--- config.mk ---
export PLATFORM = sky130hd
export DESIGN_NAME = program_loader_flat
export DESIGN_NICKNAME = d
export VERILOG_FILES = /design/src/rtl/mips_pkg.sv /design/src/rtl/program_loader_if.sv /design/src/rtl/instr_encoder.sv /design/src/rtl/program_loader.sv /design/src/flat_wrapper.sv
export SDC_FILE = /design/constraint.sdc
export NUM_CORES = 1
export LEC_CHECK = 0
export ABC_AREA = 0
export CORE_ASPECT_RATIO = 1.5
export CORE_UTILIZATION = 30
export DETAILED_ROUTE_END_ITERATION = 12
export GPL_TIMING_DRIVEN = 0
export PLACE_DENSITY = 0.66
export SLEW_MARGIN = 20
export SYNTH_ARGS = -nofsm -noshare
export SYNTH_HDL_FRONTEND = slang
export SYNTH_SLANG_ARGS = --single-unit
--- constraint.sdc ---
create_clock -name clk -period 2.86 [get_ports clk]
set_input_delay 0.572 -clock clk [delete_from_list [all_inputs] [get_ports clk]]
set_output_delay 0.572 -clock clk [all_outputs]
set_load 0.02 [all_outputs]
--- src/rtl/mips_pkg.sv ---
// rtl/mips_pkg.sv - MIPS opcode/func constants, loader kind enumeration, error codes and loader states.
package mips_pkg;

  localparam logic [5:0] OP_RTYPE = 6'b000000;
  localparam logic [5:0] OP_ANDI  = 6'b001100;
  localparam logic [5:0] OP_ADDI  = 6'b001000;
  localparam logic [5:0] OP_LW    = 6'b100011;
  localparam logic [5:0] OP_SW    = 6'b101011;
  localparam logic [5:0] OP_BEQ   = 6'b000100;
  localparam logic [5:0] OP_BNE   = 6'b000101;
  localparam logic [5:0] OP_J     = 6'b000010;

  localparam logic [5:0] FUNC_AND = 6'b100100;
  localparam logic [5:0] FUNC_OR  = 6'b100101;
  localparam logic [5:0] FUNC_ADD = 6'b100000;
  localparam logic [5:0] FUNC_SUB = 6'b100010;
  localparam logic [5:0] FUNC_SLT = 6'b101010;

  typedef enum logic [3:0] {
    KIND_AND  = 4'd0,
    KIND_OR   = 4'd1,
    KIND_ADD  = 4'd2,
    KIND_SUB  = 4'd3,
    KIND_SLT  = 4'd4,
    KIND_ANDI = 4'd5,
    KIND_ADDI = 4'd6,
    KIND_LW   = 4'd7,
    KIND_SW   = 4'd8,
    KIND_J    = 4'd9,
    KIND_BEQ  = 4'd10,
    KIND_BNE  = 4'd11
  } kind_e;

  localparam logic [1:0] ERR_NONE     = 2'b00;
  localparam logic [1:0] ERR_ILLEGAL  = 2'b01;
  localparam logic [1:0] ERR_OVERFLOW = 2'b10;

  typedef enum logic [2:0] {
    ST_IDLE,
    ST_LOAD,
    ST_DRAIN,
    ST_DONE,
    ST_ERR
  } state_e;

  function automatic logic [31:0] r_word(input logic [4:0] rs, input logic [4:0] rt,
                                         input logic [4:0] rd, input logic [5:0] func);
    return {OP_RTYPE, rs, rt, rd, 5'd0, func};
  endfunction

  function automatic logic [31:0] i_word(input logic [5:0] op, input logic [4:0] rs,
                                         input logic [4:0] rt, input logic [15:0] imm);
    return {op, rs, rt, imm};
  endfunction

endpackage

--- src/rtl/program_loader_if.sv ---
// rtl/program_loader_if.sv - instruction stream, memory write port and status of the program loader.
interface program_loader_if #(
  parameter int ADDR_W = 8
);
  logic              start;
  logic              in_valid;
  logic              in_ready;
  logic [3:0]        in_kind;
  logic [4:0]        in_rs;
  logic [4:0]        in_rt;
  logic [4:0]        in_rd;
  logic [15:0]       in_imm;
  logic [25:0]       in_target;
  logic              in_last;
  logic              mem_we;
  logic [ADDR_W-1:0] mem_addr;
  logic [31:0]       mem_wdata;
  logic              cpu_hold;
  logic              done;
  logic [1:0]        err;
  logic [ADDR_W:0]   count;

  modport master (
    output start, in_valid, in_kind, in_rs, in_rt, in_rd, in_imm, in_target, in_last,
    input  in_ready, mem_we, mem_addr, mem_wdata, cpu_hold, done, err, count
  );

  modport slave (
    input  start, in_valid, in_kind, in_rs, in_rt, in_rd, in_imm, in_target, in_last,
    output in_ready, mem_we, mem_addr, mem_wdata, cpu_hold, done, err, count
  );
endinterface

--- src/rtl/instr_encoder.sv ---
// rtl/instr_encoder.sv - combinational encoder from symbolic instruction fields to a 32-bit MIPS word.
module instr_encoder
  import mips_pkg::*;
(
  input  logic [3:0]  kind,
  input  logic [4:0]  rs,
  input  logic [4:0]  rt,
  input  logic [4:0]  rd,
  input  logic [15:0] imm,
  input  logic [25:0] target,
  output logic [31:0] word,
  output logic        illegal
);

  always_comb begin
    word    = '0;
    illegal = 1'b0;
    case (kind)
      KIND_AND:  word = r_word(rs, rt, rd, FUNC_AND);
      KIND_OR:   word = r_word(rs, rt, rd, FUNC_OR);
      KIND_ADD:  word = r_word(rs, rt, rd, FUNC_ADD);
      KIND_SUB:  word = r_word(rs, rt, rd, FUNC_SUB);
      KIND_SLT:  word = r_word(rs, rt, rd, FUNC_SLT);
      KIND_ANDI: word = i_word(OP_ANDI, rs, rt, imm);
      KIND_ADDI: word = i_word(OP_ADDI, rs, rt, imm);
      KIND_LW:   word = i_word(OP_LW, rs, rt, imm);
      KIND_SW:   word = i_word(OP_SW, rs, rt, imm);
      KIND_BEQ:  word = i_word(OP_BEQ, rs, rt, imm);
      KIND_BNE:  word = i_word(OP_BNE, rs, rt, imm);
      KIND_J:    word = {OP_J, target};
      default:   illegal = 1'b1;
    endcase
  end

endmodule

--- src/rtl/program_loader.sv ---
// rtl/program_loader.sv - streams encoded instructions into instruction memory while holding the core.
module program_loader
  import mips_pkg::*;
#(
  parameter int ADDR_W = 8
) (
  input  logic             clk,
  input  logic             rst,
  program_loader_if.slave  bus
);

  localparam logic [ADDR_W-1:0] PTR_MAX = '1;

  state_e            state_q, state_d;
  logic [ADDR_W-1:0] ptr_q, ptr_d;
  logic [ADDR_W:0]   count_q, count_d;
  logic [1:0]        err_q, err_d;
  logic              mem_we_q, mem_we_d;
  logic [ADDR_W-1:0] mem_addr_q, mem_addr_d;
  logic [31:0]       mem_wdata_q, mem_wdata_d;

  logic [31:0]       enc_word;
  logic              enc_illegal;

  instr_encoder u_encoder (
    .kind    (bus.in_kind),
    .rs      (bus.in_rs),
    .rt      (bus.in_rt),
    .rd      (bus.in_rd),
    .imm     (bus.in_imm),
    .target  (bus.in_target),
    .word    (enc_word),
    .illegal (enc_illegal)
  );

  always_ff @(posedge clk or posedge rst) begin
    if (rst) begin
      state_q     <= ST_IDLE;
      ptr_q       <= '0;
      count_q     <= '0;
      err_q       <= ERR_NONE;
      mem_we_q    <= 1'b0;
      mem_addr_q  <= '0;
      mem_wdata_q <= '0;
    end else begin
      state_q     <= state_d;
      ptr_q       <= ptr_d;
      count_q     <= count_d;
      err_q       <= err_d;
      mem_we_q    <= mem_we_d;
      mem_addr_q  <= mem_addr_d;
      mem_wdata_q <= mem_wdata_d;
    end
  end

  always_comb begin
    state_d     = state_q;
    ptr_d       = ptr_q;
    count_d     = count_q;
    err_d       = err_q;
    mem_we_d    = 1'b0;
    mem_addr_d  = mem_addr_q;
    mem_wdata_d = mem_wdata_q;
    case (state_q)
      ST_IDLE, ST_DONE, ST_ERR: begin
        if (bus.start) begin
          state_d = ST_LOAD;
          ptr_d   = '0;
          count_d = '0;
          err_d   = ERR_NONE;
        end
      end
      ST_LOAD: begin
        if (bus.in_valid) begin
          if (enc_illegal) begin
            err_d   = ERR_ILLEGAL;
            state_d = ST_ERR;
          end else begin
            mem_we_d    = 1'b1;
            mem_addr_d  = ptr_q;
            mem_wdata_d = enc_word;
            ptr_d       = ptr_q + 1'b1;
            count_d     = count_q + 1'b1;
            // A last word landing in the final slot is a clean finish, not an overflow.
            if (bus.in_last) begin
              state_d = ST_DRAIN;
            end else if (ptr_q == PTR_MAX) begin
              err_d   = ERR_OVERFLOW;
              state_d = ST_DRAIN;
            end
          end
        end
      end
      ST_DRAIN: state_d = (err_q == ERR_NONE) ? ST_DONE : ST_ERR;
      default:  state_d = ST_IDLE;
    endcase
  end

  assign bus.in_ready  = (state_q == ST_LOAD);
  assign bus.mem_we    = mem_we_q;
  assign bus.mem_addr  = mem_addr_q;
  assign bus.mem_wdata = mem_wdata_q;
  assign bus.cpu_hold  = (state_q != ST_DONE);
  assign bus.done      = (state_q == ST_DONE);
  assign bus.err       = err_q;
  assign bus.count     = count_q;

endmodule

--- src/flat_wrapper.sv ---
// flat-port wrapper written by rule: the top's interface ports become plain ports
module program_loader_flat import mips_pkg::*;
#(
  parameter int ADDR_W = 8
)
  (clk, rst, bus_start, bus_in_valid, bus_in_kind, bus_in_rs, bus_in_rt, bus_in_rd, bus_in_imm, bus_in_target, bus_in_last, bus_in_ready, bus_mem_we, bus_mem_addr, bus_mem_wdata, bus_cpu_hold, bus_done, bus_err, bus_count);
  program_loader_if #(.ADDR_W(ADDR_W)) bus_i ();
  input  logic clk;
  input  logic rst;
  input wire logic [$bits(bus_i.start)-1:0] bus_start;
  input wire logic [$bits(bus_i.in_valid)-1:0] bus_in_valid;
  input wire logic [$bits(bus_i.in_kind)-1:0] bus_in_kind;
  input wire logic [$bits(bus_i.in_rs)-1:0] bus_in_rs;
  input wire logic [$bits(bus_i.in_rt)-1:0] bus_in_rt;
  input wire logic [$bits(bus_i.in_rd)-1:0] bus_in_rd;
  input wire logic [$bits(bus_i.in_imm)-1:0] bus_in_imm;
  input wire logic [$bits(bus_i.in_target)-1:0] bus_in_target;
  input wire logic [$bits(bus_i.in_last)-1:0] bus_in_last;
  output wire logic [$bits(bus_i.in_ready)-1:0] bus_in_ready;
  output wire logic [$bits(bus_i.mem_we)-1:0] bus_mem_we;
  output wire logic [$bits(bus_i.mem_addr)-1:0] bus_mem_addr;
  output wire logic [$bits(bus_i.mem_wdata)-1:0] bus_mem_wdata;
  output wire logic [$bits(bus_i.cpu_hold)-1:0] bus_cpu_hold;
  output wire logic [$bits(bus_i.done)-1:0] bus_done;
  output wire logic [$bits(bus_i.err)-1:0] bus_err;
  output wire logic [$bits(bus_i.count)-1:0] bus_count;
  assign bus_i.start = bus_start;
  assign bus_i.in_valid = bus_in_valid;
  assign bus_i.in_kind = bus_in_kind;
  assign bus_i.in_rs = bus_in_rs;
  assign bus_i.in_rt = bus_in_rt;
  assign bus_i.in_rd = bus_in_rd;
  assign bus_i.in_imm = bus_in_imm;
  assign bus_i.in_target = bus_in_target;
  assign bus_i.in_last = bus_in_last;
  assign bus_in_ready = bus_i.in_ready;
  assign bus_mem_we = bus_i.mem_we;
  assign bus_mem_addr = bus_i.mem_addr;
  assign bus_mem_wdata = bus_i.mem_wdata;
  assign bus_cpu_hold = bus_i.cpu_hold;
  assign bus_done = bus_i.done;
  assign bus_err = bus_i.err;
  assign bus_count = bus_i.count;
  program_loader #(.ADDR_W(ADDR_W)) u_core (.clk(clk), .rst(rst), .bus(bus_i));
endmodule
### Word-level counts from Yosys, hierarchy flattened

Index checks and enable logic that the tools add are counted.

* add/subtract/negate cells: 2
* multipliers: 0
* div/mod/pow operators: 0
* magnitude comparators: 0
* equality and inequality tests: 23
* shift operators: 0
* multiplexer cells: 25
* bitwise operators: 0
* reduce and logical (&&, ||, !) cells: 10

Operators by type and width (count)
* one-hot mux 32 bit (12 select lines): 1
* 2-to-1 mux 9 bit: 3
* 2-to-1 mux 8 bit: 3
* 2-to-1 mux 3 bit: 6
* one-hot mux 9 bit (2 select lines): 1
* == test 4 x 3 -> 1 bit, second input constant: 4
* == test 4 bit, second input constant: 4
* one-hot mux 8 bit (2 select lines): 1
* OR reduction 12 bit: 1
* 2-to-1 mux 2 bit: 5
* adder 9 x 1 -> 9 bit, second input constant: 1
* one-hot mux 3 bit (3 select lines): 1
* adder 8 x 1 -> 8 bit, second input constant: 1
* == test 4 x 2 -> 1 bit, second input constant: 2
* == test 8 bit, second input constant: 1
* == test 3 x 2 -> 1 bit, second input constant: 2
* != test 2 bit, second input constant: 3
* != test 3 x 2 -> 1 bit, second input constant: 2
* AND reduction 3 bit: 2
* AND reduction 5 bit: 1
* == test 4 x 1 -> 1 bit, second input constant: 1
* logical NOT 4 bit: 1
* != test 4 x 3 -> 1 bit, second input constant: 1
* one-hot mux 2 bit (2 select lines): 1
* 9 further kinds: 11

* register bits after elaboration: 63
* latch bits: 0
* RAM bits: 0
* memory bits (read-only): 0
* input bits: 66
* output and inout port bits: 55
* logic and storage cells: 67
* memories kept: 0

### Depth between registers and ports, before layout

Gate-level depths: netlist (run 1).

* depth in word-level cells: 6
* gate-level depth with buffers: 9
* mapped depth without buffers: 7

### Cells and area by module

Synthesis (run 1) repeated with hierarchy kept, for this count alone.

* cell total of the unflattened synthesis: 392
* area, all modules: 3362.0 um2

By module, submodules not included
* program_loader: times used 1, cells each 318, area an instance 2812.7 um2, sequential area each 1576.5 um2
* instr_encoder: times used 1, cells each 74, area an instance 549.3 um2, sequential area each 0.0 um2

### Least setup slack after synthesis (run 1)

No wires, ideal clock.

* path kind: reg-to-reg
* from: register u_core.state_q[1]
* to: register u_core.state_q[2]
* library setup time: 0.125 ns
* arrival time: 1.715 ns
* data required time: 2.735 ns
* setup slack: 1.020 ns
* stages on the path, launching flop included: 7
* buffers on the path: 1
* clock period less this slack: 1.840 ns
* cells stage by stage: dfrtp_1 -> buf_6 -> nand3b_1 -> inv_2 -> a221oi_4 -> o31a_1 -> mux2_4

* cells in the longest elaborated chain, start to end: 4

Ends and longest elaborated chain
* from (decl): RTL line program_loader.sv:14 `state_e state_q, state_d;`
* from (signal assigned): RTL line program_loader.sv:46 `state_q <= state_d;`
* == test 3 x 2 -> 1 bit (*)
* named net bus_done: RTL line flat_wrapper.sv:24 `output wire logic [$bits(bus_i.done)-1:0] bus_done;`
* OR reduction 3 bit (*): RTL line program_loader.sv:64 `case (state_q)`
* != test 2 bit (no source line)
* AND reduction 3 bit (no source line)

Mark *: on every way through the listed nets, which the timed path passes. The rest lies on a longest branch.
A chain may end at the register's enable or synchronous reset.

### Worst setup path in the final report (run 1)

* from: register u_core.state_q[1]
* to: output bus_in_ready

* cells in the longest elaborated chain, start to end: 1

Ends and longest elaborated chain
* == test 3 x 1 -> 1 bit: RTL line program_loader.sv:99 `assign bus.in_ready = (state_q == ST_LOAD);`
* to (decl): RTL line flat_wrapper.sv:19 `output wire logic [$bits(bus_i.in_ready)-1:0] bus_in_ready;`

No other way between the ends.

==> run_results.csv, run 1 <==
group,metric,value,unit
setup_path,path_class,"reg2out",
clocking,cts_max_path_buffers,2,
placement,dp_hpwl,7.009,mm
sta,period_needed,2.397,ns
run,max-cap-violations,0,
sta,fin_ws,0.4634,ns
logic_synthesis,syn_area,3151,um^2
final_layout,final_cells,617,
logic_synthesis,async_reset_ff_frac,1.000,
clocking,clk_latency,0.33,ns
logic_synthesis,synthDistinctLibCells,58,
logic_synthesis,syn_nets,409,
floorplan,die_h,127.5,um
grt,grt_start_max_net_pins,37,
grt,grt_pass1_vias,3177,
power,powerDensity,966.6,nW/um^2
sta,rsz0062_at_grt,"no",
worst_hold_path,hp-class,"reg2reg",
placement,io_buffers,118,
floorplan,rows,45,
clocking,cts-hold-fix-buffers,0,
placement,place_ws,0.2684,ns
setup_path,crit_path_max_fanout,10,
grt,grt.total_usage,0.1811,
routing,final_antenna_net_count,0,
clocking,clk_pin_slew_worst_paths,0.05,ns
grt,antenna_found_initial,0,
setup_path,cp_slowest_stage_delay,0.37,ns
setup_path,path_cells,"buf_6 -> and2b_2 -> nand2_2 -> clkinv_2 -> buf_2 -> dlymetal6s2s_1",
clocking,clock-sinks,62,
floorplan,dieArea,10920,um^2
routing,first_iter_violations,195,
floorplan,initial_core_util,0.3091,
final_layout,fin_area,4853,um^2
floorplan,core,10190,um^2
logic_synthesis,ys.flop_type,"dfrtp_1",
grt,grt_pass1_wl,15.47,mm
sta,maxSlewViolCount,0,
clocking,postCtsSetupBuffers,0,
sta,hold_violations,0,
routing,drt-total-wl,9.166,mm
setup_path,crit_path_end_kind,"primary output",
setup_path,start_kind,"flop",
sta,whs,0.4746,ns
power,power.leakage,2.046,nW
routing,num_vias,3074,
routing,vias_per_cell,4.982,
logic_synthesis,synth.most_common_cell,"dfrtp_1",
setup_path,crit_path_top_delay_cell,"dfrtp_1",
clocking,post_cts_resized,0,
logic_synthesis,post-synth-top-area-cell,"dfrtp_1",
setup_path,required,2.29,ns
final_layout,num_antenna_cells,0,
final_layout,layout.nets,539,
floorplan,pin_count,121,
final_layout,drive_gt1_frac,0.09664,
sta,max_clock_freq,417.3,MHz
floorplan,die_w,85.67,um
sta,relSlewSlack,0.5579,
routing,drc_errors,0,
logic_synthesis,syn_avg_cell_area,9.239,um^2
clocking,cts_tree,"built",
placement,globalplace.congestion,0.8107,
sta,finalSetupViolations,0,
setup_path,reg2reg_slack,0.88,ns
logic_synthesis,synthCells,341,
logic_synthesis,seq_area_frac_synth,0.4925,
clocking,htree_levels,3,
logic_synthesis,synth-seq-cells,62,
final_layout,syn_to_final_growth,54.05,%
routing,first_pass_iters,5,
sta,finalCritPeriodShare,0.8380,
logic_synthesis,synth_edf_count,0,
power,vdd_ir_drop_max,0.4540,mV
sta,clock_skew,0.008004,ns
logic_synthesis,synth_common_cells,"dfrtp_1, nor2_1, nand2_1, o21ai_0, a221oi_1",
outcome,status,"complete, no violations",
logic_synthesis,yosys_warnings,0,
placement,post_dp_cell_area,4531,um^2
routing,routedWlPerCell,14.86,um
sta,worstMarginPinSlew,0.6587,ns
logic_synthesis,synth_top_cell_area_share,0.4925,
placement,placed_cells_incl_taps,601,
grt,grt-ovfl-total,0,
clocking,numCtsBuffers,9,
logic_synthesis,synth_area_leaders,"dfrtp_1, nor2_1, nand2_1, a221oi_1, o21ai_0",
setup_path,worstPathArrival,1.82,ns
clocking,root_buffer,"clkbuf_16",
flip-flops by register name, indices dropped and copies added, names as in the netlist:
| signal | flops |
|---|---|
| u_core.bus.count | 9 |
| u_core.bus.err | 2 |
| u_core.bus.mem_addr | 8 |
| u_core.bus.mem_wdata | 31 |
| u_core.bus.mem_we | 1 |
| u_core.ptr_q | 8 |
| u_core.state_q | 3 |
layout make-up:
cell class | count | area, um^2
fillers | 991 | 5338
flip-flops and latches | 62 | 1551
multi-input cells | 249 | 1453
repair buffers | 119 | 1204
clock buffers | 13 | 280.3
well taps | 141 | 176.4
plain buffers | 20 | 107.6
inverters | 10 | 41.29
clock inverters | 3 | 40.04
power by group:
part           internal [mW]  total [mW]  leakage (nW)  switching [mW]
sequential              1.21        1.45         0.781           0.243
clock                  0.766        1.14         0.162           0.377
combinational          0.987        2.10          1.10            1.11
total                   2.96        4.69          2.05            1.73
path summary, 6_finish.rpt:
check | start | end | cells after the start
setup / recovery | u_core.state_q[1]$_DFFE_PP0P_ | bus_in_ready | 6
hold / removal | u_core.bus.mem_addr[4]$_DFFE_PP0P_ | u_core.bus.mem_addr[4]$_DFFE_PP0P_ | 2
setup reg to reg | u_core.state_q[1]$_DFFE_PP0P_ | u_core.bus.mem_wdata[27]$_DFFE_PP0P_ | 9
hold reg to reg | u_core.bus.mem_addr[4]$_DFFE_PP0P_ | u_core.bus.mem_addr[4]$_DFFE_PP0P_ | 2
max in group asynchronous | rst | u_core.state_q[2]$_DFFE_PP0P_ | 3
min in group asynchronous | rst | u_core.bus.mem_we$_DFF_PP0_ | 2
cells in the final DEF (no fill, tap or decap), types with 3 or more instances in the layout:
cell             netlist  layout
o21ai_0               19      19
mux2_2                 3       3
nand2_1               51      51
clkdlybuf4s50_1        0     117
o22a_1                 9       9
o211ai_1               3       3
nor3_1                 7       7
o21a_1                 3       3
nand4_1                3       3
clkbuf_1               7       7
dfrtp_1               62      62
clkbuf_8               0       4
nor2_1                53      53
a221oi_1              17      17
nand2b_1               4       4
a21oi_1               10      10
buf_2                  8       8
nand3_1               10      10
a222oi_1               6       6
a31oi_1                5       5
and3_1                 3       3
inv_1                  7       6
clkinv_2               1       3
clkbuf_16              0       9
through the flow:
step	setup TNS, ns	power (mW)	util
6_report	0	4.691	0.4762
5_1_grt	0	5.004	0.4762
4_1_cts	0	4.756	0.4760
3_5_place_dp	0	3.590	0.4446
3_3_place_gp	-28.75	3.535	0.4424
2_1_floorplan	0	2.610	-
metal layers:
layer | vias up | track usage | share of wire
met4 | 0 | 0.06765 | 0.020
met2 | 118 | 0.3238 | 0.53
met1 | 1450 | 0.2075 | 0.39
met5 | - | 0 | 0
met3 | 15 | 0.04328 | 0.065
li1 | 1491 | - | -
critical path, delay by kind of cell (launching register included):
family / cells / cell delay (ns)
buffers and inverters: 4 / 0.69
and+or+nand+nor: 2 / 0.44
DFF: 1 / 0.37
cell families after synthesis:
| family | Yosys count | share of synthesized area |
|---|---|---|
| buffers and inverters | 30 | 0.04647 |
| other | 1 | 0.001190 |
| flip-flops | 62 | 0.4925 |
| AO/OA/AOI/OAI | 94 | 0.2260 |
| adder cells (fa/ha/maj) | 2 | 0.007942 |
| AND/OR/NAND/NOR | 146 | 0.2045 |
| multiplexers | 5 | 0.01866 |
| XOR/XNOR | 1 | 0.002780 |
(Power assumes the default switching activity.)
==> inputs of run 2 (changes only) <==
- PLACE_DENSITY: 0.66 -> 0.69
- clock period: 2.86 -> 2 ns (I/O delays scaled with it)
==> run_results.csv, run 2 (synthesis gave the netlist of run 1 again) <==
group,metric,value,unit
final_layout,final_cells,619,
clocking,cts_max_path_buffers,2,
placement,io_buffers,118,
setup_path,path_class,"reg2out",
sta,finalCritPeriodShare,0.9673,
floorplan,die_w,85.67,um
power,powerDensity,1402,nW/um^2
setup_path,worstPathArrival,1.53,ns
setup_path,crit_path_max_fanout,10,
clocking,numCtsBuffers,9,
setup_path,required,1.60,ns
routing,final_antenna_net_count,0,
setup_path,start_kind,"flop",
sta,hold_violations,0,
floorplan,core,10190,um^2
power,finalPower,6.928,mW
final_layout,drive_gt1_frac,0.1234,
run,max-cap-violations,0,
sta,fin_ws,0.06534,ns
grt,grt_start_max_net_pins,35,
setup_path,reg2reg_slack,0.09,ns
clocking,htree_levels,3,
final_layout,fillers,992,
final_layout,largest_reg_flops,31,
placement,globalplace.congestion,0.8676,
placement,dp_hpwl,7.197,mm
sta,finalSetupViolations,0,
clocking,clk_pin_slew_worst_paths,0.05,ns
clocking,clk_latency,0.32,ns
worst_hold_path,hp-class,"in2async",
routing,drt-total-wl,9.580,mm
floorplan,initial_core_util,0.3091,
sta,max_clock_freq,516.9,MHz
final_layout,post-route-util,0.4848,
final_layout,fin_area,4941,um^2
clocking,cts_tree,"built",
placement,placed_cells_incl_taps,601,
routing,num_vias,3158,
routing,routedWlPerCell,15.48,um
final_layout,mostFrequentLayoutCells,"clkdlybuf4s50_1, dfrtp_1, nor2_1, nand2_1, o21ai_0",
sta,clock_skew,0.006218,ns
grt,grt_pass1_vias,3147,
final_layout,regArea,1551,um^2
sta,period_needed,1.935,ns
routing,first_pass_iters,5,
final_layout,layout.nets,541,
outcome,status,"complete, no violations",
power,power.leakage,2.090,nW
grt,grt_pass1_wl,15.59,mm
placement,place_ws,-0.5333,ns
sta,final.setup.tns,0,ns
setup_path,crit_path_end_kind,"primary output",
grt,antenna_found_initial,0,
floorplan,rows,45,
placement,post_dp_cell_area,4531,um^2
routing,first_iter_violations,128,
floorplan,dieArea,10920,um^2
grt,grt.total_usage,0.1831,
floorplan,pin_count,121,
sta,maxSlewViolCount,0,
sta,whs,0.4209,ns
routing,vias_per_cell,5.102,
final_layout,multi_input_area,1483,um^2
final_layout,syn_to_final_growth,56.83,%
routing,drc_errors,0,
clocking,root_buffer,"clkbuf_16",
final_layout,mostFrequentLayoutCell,"clkdlybuf4s50_1",
grt,grt-ovfl-total,0,
clocking,clock-sinks,62,
floorplan,die_h,127.5,um
power,vdd_ir_drop_max,0.6174,mV
final_layout,num_antenna_cells,0,
run 2: metal layers:
metal  up-vias  wire length (um)  share of wire  GRT usage
li1       1498                 -              -          -
met1      1520              3604           0.38     0.2063
met2       120              5087           0.53     0.3200
met3        20               638          0.067    0.04845
met4         0               250          0.026    0.08431
met5         -                 0              0          0
run 2: cell type report:
class,instances,area share
Sequential cell,62,0.3140
Multi-Input combinational cell,249,0.3001
Timing Repair Buffer,121,0.2459
Clock buffer,13,0.05470
Tap cell,141,0.03571
Buffer,20,0.02760
Clock inverter,3,0.01317
Inverter,10,0.008863
run 2: report_power, final:
part | switching, mW | internal [mW]
combinational | 1.63 | 1.49
sequential | 0.364 | 1.73
clock | 0.526 | 1.19
total | 2.52 | 4.41
run 2: timing repair:
action / CTS / global route
cloned: 0 / 0
buffers inserted: 0 / 2
resized for setup: 18 / 24
endpoints found under the setup margin: 11 / 32
pin swaps: 1 / 2
hold buffers: 0 / 0
run 2: critical path, cell delays in order, from the launching register on:
cell and delay, ns:
dfrtp_1 0.36, buf_6 0.13, and2b_4 0.29, nand2_4 0.08, clkinv_2 0.09, buf_6 0.14, buf_6 0.12
run 2: path summary, 6_finish.rpt:
kind,endpoint,startpoint,cells after the start
worst min register to register,u_core.bus.mem_addr[5]$_DFFE_PP0P_,u_core.bus.mem_addr[5]$_DFFE_PP0P_,2
min in group clk,u_core.bus.mem_addr[5]$_DFFE_PP0P_,u_core.bus.mem_addr[5]$_DFFE_PP0P_,2
worst max register to register,u_core.bus.mem_wdata[27]$_DFFE_PP0P_,u_core.state_q[1]$_DFFE_PP0P_,9
worst max-delay path,bus_in_ready,u_core.state_q[1]$_DFFE_PP0P_,6
worst min-delay path,u_core.bus.mem_wdata[26]$_DFFE_PP0P_,rst,2
max in group asynchronous,u_core.state_q[0]$_DFFE_PP0P_,rst,3
